==> src/rtl/bcd_serial_adder.sv <==
// ---------------------------------------------------------------------------
// bcd_serial_adder
//
// Digit-serial packed-BCD adder. On an accepted start the operands and the
// carry-in are captured, then one decimal digit is added per clock, least
// significant digit first. A one-cycle done pulse marks the result valid;
// the result stays put until the next accepted start.
//
// Timing for a start accepted at rising edge k:
//   edge k           operands latched, busy rises
//   edge k+1+i       sum digit i written (i = 0 .. DIGITS-1)
//   edge k+DIGITS    DONE entered, c_out valid, done = 1
//   edge k+DIGITS+1  back to IDLE, busy = 0 (a new start is taken at the
//                    following edge, giving back-to-back operation)
//
// Parameters
//   DIGITS  number of BCD digits per operand (>= 1)
//
// Ports
//   clk     clock, rising edge active
//   rst_n   asynchronous active-low reset
//   start   begin an addition (honoured only in IDLE)
//   a, b    packed BCD operands, digit 0 in bits [3:0]
//   c_in    carry into digit 0
//   busy    operation in progress, including the DONE cycle
//   done    one-cycle pulse: sum, c_out and err are valid
//   sum     packed BCD result
//   c_out   decimal carry out of the top digit
//   err     some operand digit was above 9 (result may not be valid BCD)
// ---------------------------------------------------------------------------
module bcd_serial_adder #(
    parameter int DIGITS = 4
) (
    input  logic                  clk,
    input  logic                  rst_n,
    input  logic                  start,
    input  logic [4*DIGITS-1:0]   a,
    input  logic [4*DIGITS-1:0]   b,
    input  logic                  c_in,
    output logic                  busy,
    output logic                  done,
    output logic [4*DIGITS-1:0]   sum,
    output logic                  c_out,
    output logic                  err
);

    localparam int W     = 4 * DIGITS;
    // Keep the index at least one bit wide so DIGITS = 1 still elaborates.
    localparam int IDX_W = (DIGITS > 1) ? $clog2(DIGITS) : 1;
    localparam logic [IDX_W-1:0] LAST_IDX = IDX_W'(DIGITS - 1);

    typedef enum logic [1:0] {
        ST_IDLE = 2'd0,
        ST_ADD  = 2'd1,
        ST_DONE = 2'd2
    } state_t;

    state_t           state;
    state_t           state_next;

    logic [W-1:0]     a_q;
    logic [W-1:0]     b_q;
    logic             carry;
    logic [IDX_W-1:0] idx;

    logic             accept;
    logic             last_digit;
    logic [3:0]       a_dig;
    logic [3:0]       b_dig;
    logic [4:0]       raw_sum;
    logic [3:0]       sum_dig;
    logic             carry_next;
    logic             bad_digit;

    // -----------------------------------------------------------------------
    // FSM state register
    // -----------------------------------------------------------------------
    // NOTE: clocked state uses non-blocking assignments so every register
    // samples the pre-edge values, independent of block evaluation order.
    always_ff @(posedge clk or negedge rst_n) begin
        if (!rst_n) begin
            state <= ST_IDLE;
        end else begin
            state <= state_next;
        end
    end

    // -----------------------------------------------------------------------
    // FSM next state and outputs
    // -----------------------------------------------------------------------
    // NOTE: every signal driven here gets a default first, so no path can
    // leave one unassigned and infer a latch.
    always_comb begin
        state_next = state;
        busy       = 1'b1;
        done       = 1'b0;
        accept     = 1'b0;

        case (state)
            ST_IDLE: begin
                busy = 1'b0;
                if (start) begin
                    accept     = 1'b1;
                    state_next = ST_ADD;
                end
            end
            ST_ADD: begin
                if (last_digit) begin
                    state_next = ST_DONE;
                end
            end
            ST_DONE: begin
                // start is deliberately not looked at here: busy is still 1.
                done       = 1'b1;
                state_next = ST_IDLE;
            end
            default: begin
                busy       = 1'b0;
                state_next = ST_IDLE;
            end
        endcase
    end

    // -----------------------------------------------------------------------
    // One-digit decimal adder on the digit selected by idx
    // -----------------------------------------------------------------------
    always_comb begin
        a_dig      = a_q[{idx, 2'b00} +: 4];
        b_dig      = b_q[{idx, 2'b00} +: 4];
        raw_sum    = {1'b0, a_dig} + {1'b0, b_dig} + {4'b0000, carry};
        last_digit = (idx == LAST_IDX);
        bad_digit  = (a_dig > 4'd9) || (b_dig > 4'd9);

        // Adding 6 skips the six unused codes 10..15; the wrap past 15 is
        // dropped and reappears as the decimal carry.
        if (raw_sum > 5'd9) begin
            sum_dig    = raw_sum[3:0] + 4'd6;
            carry_next = 1'b1;
        end else begin
            sum_dig    = raw_sum[3:0];
            carry_next = 1'b0;
        end
    end

    // -----------------------------------------------------------------------
    // Datapath registers
    // -----------------------------------------------------------------------
    always_ff @(posedge clk or negedge rst_n) begin
        if (!rst_n) begin
            a_q   <= '0;
            b_q   <= '0;
            carry <= 1'b0;
            idx   <= '0;
            sum   <= '0;
            c_out <= 1'b0;
            err   <= 1'b0;
        end else if (accept) begin
            a_q   <= a;
            b_q   <= b;
            carry <= c_in;
            idx   <= '0;
            sum   <= '0;
            err   <= 1'b0;
        end else if (state == ST_ADD) begin
            sum[{idx, 2'b00} +: 4] <= sum_dig;
            carry <= carry_next;
            err   <= err | bad_digit;
            if (last_digit) begin
                c_out <= carry_next;
            end else begin
                // Held at the last digit so idx never selects past the top.
                idx <= idx + IDX_W'(1);
            end
        end
    end

endmodule

==> config.mk <==
export PLATFORM = sky130hd
export DESIGN_NAME = bcd_serial_adder
export DESIGN_NICKNAME = d
export VERILOG_FILES = /design/src/rtl/bcd_serial_adder.sv
export SDC_FILE = /design/constraint.sdc
export NUM_CORES = 1
export LEC_CHECK = 0
export CORE_MARGIN = 2
export CORE_UTILIZATION = 40
export CTS_BUF_LIST = sky130_fd_sc_hd__clkbuf_2 sky130_fd_sc_hd__clkbuf_4 sky130_fd_sc_hd__clkbuf_8
export CTS_CLUSTER_DIAMETER = 50
export CTS_CLUSTER_SIZE = 20
export DETAILED_ROUTE_END_ITERATION = 8
export GPL_TIMING_DRIVEN = 0
export MAX_ROUTING_LAYER = met4
export SYNTH_ARGS = -nofsm -noshare
export SYNTH_HDL_FRONTEND = slang
export SYNTH_SLANG_ARGS = --single-unit
==> constraint.sdc <==
create_clock -name clk -period 6.1 [get_ports clk]
set_clock_uncertainty 0.1 [all_clocks]
set_input_delay 1.22 -clock clk [delete_from_list [all_inputs] [get_ports clk]]
set_output_delay 1.22 -clock clk [all_outputs]
set_load 0.01 [all_outputs]
==> impl_metrics.tcl, run 1 <==
set metrics [dict create \
    drcViolationCount 0 \
    hp-class "reg -> reg" \
    cts_buffers 5 \
    grtUsageTotal 0.180 \
    p_total_uw 2330 \
    synthToLayoutAreaGrowth_pct 27.2 \
    worstMarginPinSlew_ns 0.586 \
    yosysUniqueCellTypes 39 \
    relSlewSlack 0.609 \
    placeableCoreArea_um2 6760 \
    cp.required_ns 6.18 \
    p_comb_frac 0.664 \
    drive_above_1_share 0.0718 \
    cts_tree "done" \
    grt_antenna_before_repair 0 \
    syn_area_um2 2770 \
    drtIter0Drc 94 \
    grt_setup_unrepaired "false" \
    top_level_ports 56 \
    path_clk_slew_ns 0.10 \
    globalRouteMet3Util 0.0341 \
    numPortBuffers 55 \
    synth-seq-cells 55 \
    cts_setup_buffers 0 \
    seqPwrFrac 0.246 \
    ys.warnings.count 0 \
    n_antenna_cell 0 \
    synth_compound_area_frac 0.0889 \
    postCtsHoldBufs 0 \
    synth_adder_area_share 0.0686 \
    via_per_inst 5.05 \
    period_needed_ns 4.09 \
    wl_per_cell_um 14.1 \
    cp_cell_sequence "buf_2 > buf_2 > mux4_2 > fa_1 > fa_1 > inv_1 > ha_1 > nor2b_1 > nand4_1 > o21ai_0 > nor3_1 > o21ai_1" \
    synth_edf_count 0 \
    avgSynthCellArea_um2 9.30 \
    synth_simple_gate_area_frac 0.233 \
    post_cts_resized 0 \
    seq_area_frac_synth 0.496 \
    setup_tns_ns 0 \
    synth_top_area_share 0.496 \
    p_per_area_nw_per_um2 661 \
    slew_viol_final 0 \
    netSwitchingPower_uw 1080 \
    gp_congestion 0.765 \
    syn_inst 298 \
    fp.dieH_um 87.3 \
    grt_pass1_wl_mm 10.4 \
    p_leak_uw 0.00166 \
    internal_power_uw 1250 \
    synth-async-reset-ratio 1.00 \
    place_hpwl_mm 4.70 \
    worstPathArrival_ns 4.17 \
    power.share.clock 0.090 \
    grt_use_met1 0.250 \
    grt.busiest_layer "met2" \
    setup_viol 0 \
    cp_slowest_cell "fa_1" \
    final_nets 411 \
    grt_pass1_vias 2116 \
    peakVddDrop_mv 0.368 \
    critPathLaunchType "flip-flop" \
    layout_commonest_cell "nand2_1" \
    chipWidth_um 87.3 \
    synth_mux_area_frac 0.0776 \
    layout_common_cells "nand2_1, dfrtp_1, clkdlybuf4s50_1" \
    endpoint_kind "flip-flop" \
    cts_buffer_depth 2 \
    cap_violations 0 \
    drtPass1Iterations 4 \
    synth_xor_area_frac 0.00632 \
    switching_share 0.464 \
    criticalPathCategory "reg -> reg" \
    dieArea_um2 7610 \
    synthFlopType "dfrtp_1" \
    crit_fanout 10 \
    synth_top_family_by_area "simple AND/OR/NAND/NOR gates" \
    use_met2 0.273 \
    dr_total_vias 2230 \
    ant_nets 0 \
    cts_root_buffer "clkbuf_8" \
    netlist_top_cells_area "dfrtp_1, nand2_1, mux4_2" \
    outcome "complete, no violations" \
    netlist.top_cell.by_area "dfrtp_1" \
    overflow 0 \
    num-fill-cells 635 \
    routed_wl_mm 6.23 \
    cts.sinks 55 \
    rows 30 \
    slowest_delay_ns 0.61 \
    insertion_delay_ns 0.32 \
    report.final.hold_viol_count 0 \
    grt_max_degree 40 \
    finalCritPeriodShare 0.670 \
    start_util 0.410 \
    syn_nets 348 \
    timing.fmax_mhz 245 \
    ctsHtreeMaxLevel 2 \
]
-- flip-flops by register name, indices dropped and copies added (netlist names) --
signal  flops
a_q        16
b_q        16
c_out       1
carry       1
err         1
idx         2
state       2
sum        16
-- final cells by class --
cell class	count	area (µm²)	share of cell area
Sequential cell	55	1380	0.390
Multi-Input combinational cell	222	1320	0.373
Timing Repair Buffer	56	566	0.160
Tap cell	80	100	0.0284
Clock buffer	5	68.8	0.0195
Buffer	13	51.3	0.0145
Inverter	8	30.0	0.00852
Clock inverter	3	18.8	0.00532
-- cells by family (layout without fill, tap and decap cells) --
family / Yosys count / after routing
fa+ha+maj: 14 / 14
xor+xnor: 2 / 2
flops: 55 / 55
buf+inv: 21 / 85
mux: 11 / 11
compound gates: 41 / 41
simple gates: 154 / 154
-- power by group through the flow --
| stage | clock (µW) | sequential, µW | combinational, µW |
|---|---|---|---|
| final | 210 | 575 | 1550 |
| after detailed placement | 0 | 583 | 1550 |
| after global placement | 0 | 579 | 1520 |
| after CTS | 214 | 576 | 1560 |
| after global routing | 225 | 591 | 1710 |
| after floorplan | 0 | 570 | 1150 |
-- cell usage after synthesis (all sizes together) (2+ instances only) --
master	number
a21oi	10
a22oi	2
and2	2
and3	2
buf	6
clkbuf	7
dfrtp	55
fa	2
ha	12
inv	8
mux2i	2
mux4	8
nand2	117
nand3	6
nor2	10
nor2b	5
nor3	4
o211a	2
o21ai	19
or3	4
xnor2	2
-- stage by stage --
stage	area (µm²)	instances	util	worst slack (ns)	hold WS, ns
after floorplan	2770	298	-	2.48	0.340
after global placement	3420	433	0.507	2.00	0.355
after detailed placement	3440	434	0.509	2.04	0.358
after CTS	3530	442	0.522	2.02	0.385
after global routing	3530	442	0.522	1.82	0.405
final	3530	442	0.522	2.01	0.380
-- final timing paths --
check | from | endpoint | slack, ns | cells past startpoint
max reg2reg | idx[0]$_DFFE_PN0P_ | sum[13]$_DFFE_PN0P_ | 2.01 | 12
min in group asynchronous | rst_n | sum[10]$_DFFE_PN0P_ | 0.72 | 1
min reg2reg | a_q[10]$_DFFE_PN0P_ | a_q[10]$_DFFE_PN0P_ | 0.38 | 2
max in group asynchronous | rst_n | c_out$_DFFE_PN0P_ | 4.64 | 2
max | idx[0]$_DFFE_PN0P_ | sum[13]$_DFFE_PN0P_ | 2.01 | 12
min | a_q[10]$_DFFE_PN0P_ | a_q[10]$_DFFE_PN0P_ | 0.38 | 2
-- routing by layer --
metal	routed length [µm]	part of all wire
met4	86	0.014
met1	2990	0.48
met2	2910	0.47
met3	240	0.039
met5	0	0
-- worst max-delay path, delay by kind of cell, from the launching register on --
| family | cells | cell delay, ns |
|---|---|---|
| and+or+nand+nor | 3 | 0.69 |
| buffers and inverters | 3 | 0.66 |
| AOI/OAI and AO/OA | 2 | 0.26 |
| DFF | 1 | 0.40 |
| adders and majority gates | 3 | 1.28 |
| muxes | 1 | 0.55 |
Power figures use the tool's default switching activity.
==> run 2: changes to the inputs <==
clock period = 3.9 ns   (was 6.1 ns; I/O delays follow)
==> impl_metrics.tcl, run 2 (synthesis gave the netlist of run 1 again) <==
set metrics [dict create \
    outcome "complete, no violations" \
    cp_cell_sequence "buf_6 > buf_4 > mux4_2 > fa_1 > fa_2 > inv_1 > ha_1 > or3_1 > a211oi_2 > nor3_2 > o21ai_1" \
    placeableCoreArea_um2 6760 \
    report.final.hold_viol_count 0 \
    setup_tns_ns 0 \
    ant_nets 0 \
    final_cells 443 \
    overflow 0 \
    drtIter0Drc 72 \
    n_antenna_cell 0 \
    timing.fmax_mhz 266 \
    grt_max_degree 40 \
    multi_input_area_um2 1340 \
    regArea_um2 1380 \
    final_util 0.528 \
    cts_buffers 5 \
    synthToLayoutAreaGrowth_pct 28.6 \
    drtPass1Iterations 4 \
    grt_pass1_vias 2117 \
    dr_total_vias 2227 \
    cts.sinks 55 \
    fp.dieH_um 87.3 \
    cp_slowest_cell "fa_2" \
    place_hpwl_mm 4.70 \
    insertion_delay_ns 0.32 \
    final_nets 412 \
    drcViolationCount 0 \
    grt_pass1_wl_mm 10.4 \
    finalCritPeriodShare 0.963 \
    crit_fanout 10 \
    worstPathArrival_ns 3.90 \
    grt_antenna_before_repair 0 \
    layout_setup_ws_ns 0.143 \
    cp.required_ns 4.04 \
    postCtsHoldBufs 0 \
    layout_commonest_cell "nand2_1" \
    timing.rr.end "sum[13]$_DFFE_PN0P_" \
    cts_root_buffer "clkbuf_8" \
    top_level_ports 56 \
    via_per_inst 5.03 \
    cts_tree "done" \
    cap_violations 0 \
    slew_viol_final 0 \
    placed_cells 434 \
    path_clk_slew_ns 0.10 \
    critPathLaunchType "flip-flop" \
    worstMarginPinSlew_ns 0.597 \
    r2r_start "idx[0]$_DFFE_PN0P_" \
    numPortBuffers 55 \
    reg.largest.list "a_q (16), b_q (16), sum (16)" \
    slowest_delay_ns 0.60 \
    num-fill-cells 631 \
    dieArea_um2 7610 \
    gp_congestion 0.765 \
    hp-class "in -> async" \
    chipWidth_um 87.3 \
    post-place-ws_ns -0.162 \
    crit_buf_inv 3 \
    cts_buffer_depth 2 \
    layout_common_cells "nand2_1, dfrtp_1, clkdlybuf4s50_1" \
    ff2ff_setup_slack_ns 0.14 \
    reg2reg_depth 11 \
    rows 30 \
    ctsHtreeMaxLevel 2 \
    period_needed_ns 3.76 \
    drive_above_1_share 0.0826 \
    criticalPathCategory "reg -> reg" \
    start_util 0.410 \
    endpoint_kind "flip-flop" \
    setup_viol 0 \
    relSlewSlack 0.602 \
    routed_wl_mm 6.29 \
    grt_setup_unrepaired "false" \
    wl_per_cell_um 14.2 \
    path_delay_family "adder cells" \
    grtUsageTotal 0.181 \
]
==> run 2: how the worst max path moves through the flow <==
stage	startpoint	to	slack, ns	cells after the start
final	idx[0]$_DFFE_PN0P_	sum[13]$_DFFE_PN0P_	0.14	11
after global routing	idx[0]$_DFFE_PN0P_	sum[1]$_DFFE_PN0P_	0.01	11
after CTS	idx[0]$_DFFE_PN0P_	sum[14]$_DFFE_PN0P_	0.01	11
after detailed placement	idx[0]$_DFFE_PN0P_	sum[5]$_DFFE_PN0P_	-0.16	12
after global placement	idx[0]$_DFFE_PN0P_	sum[2]$_DFFE_PN0P_	-0.11	11
after floorplan	idx[0]$_DFFE_PN0P_	sum[14]$_DFFE_PN0P_	0.28	11
==> run 2: worst register-to-register path, delay by kind of cell (launching register included) <==
kind | cells | cell delay (ns)
compound gates | 2 | 0.42
fa+ha+maj | 3 | 1.27
buf+inv | 3 | 0.45
flops | 1 | 0.40
mux | 1 | 0.53
simple gates | 2 | 0.53
==> run 2: area by class of cell <==
type	count	share of cell area
clock inverter	3	0.00526
sequential	55	0.386
multi-input combinational	222	0.375
tap	80	0.0281
timing repair buffer	57	0.161
clock buffer	5	0.0193
buffer	13	0.0168
inverter	8	0.00842
==> run 2: through the flow <==
step	cell area [µm²]	hold slack, ns
after floorplan	2770	0.340
after global placement	3420	0.355
after detailed placement	3440	0.358
after CTS	3540	0.287
after global routing	3570	0.307
final	3570	0.277
==> run 2: what timing repair did <==
item,in CTS,in global routing
gates resized for setup,3,4
setup endpoints to repair,9,9
buffers inserted,0,1
pin swaps,0,0
==> run 2: metal layers <==
layer	vias up	wire (µm)	share of wire	track usage
li1	1116	-	-	-
met1	1048	3000	0.48	0.250
met2	56	2970	0.47	0.273
met3	7	243	0.039	0.0341
met4	0	81	0.013	0.0503
met5	-	0	0	-
Power of run 2 is not shown: default switching activity piles up to over one toggle a cycle in this logic, so the estimate is an artifact.
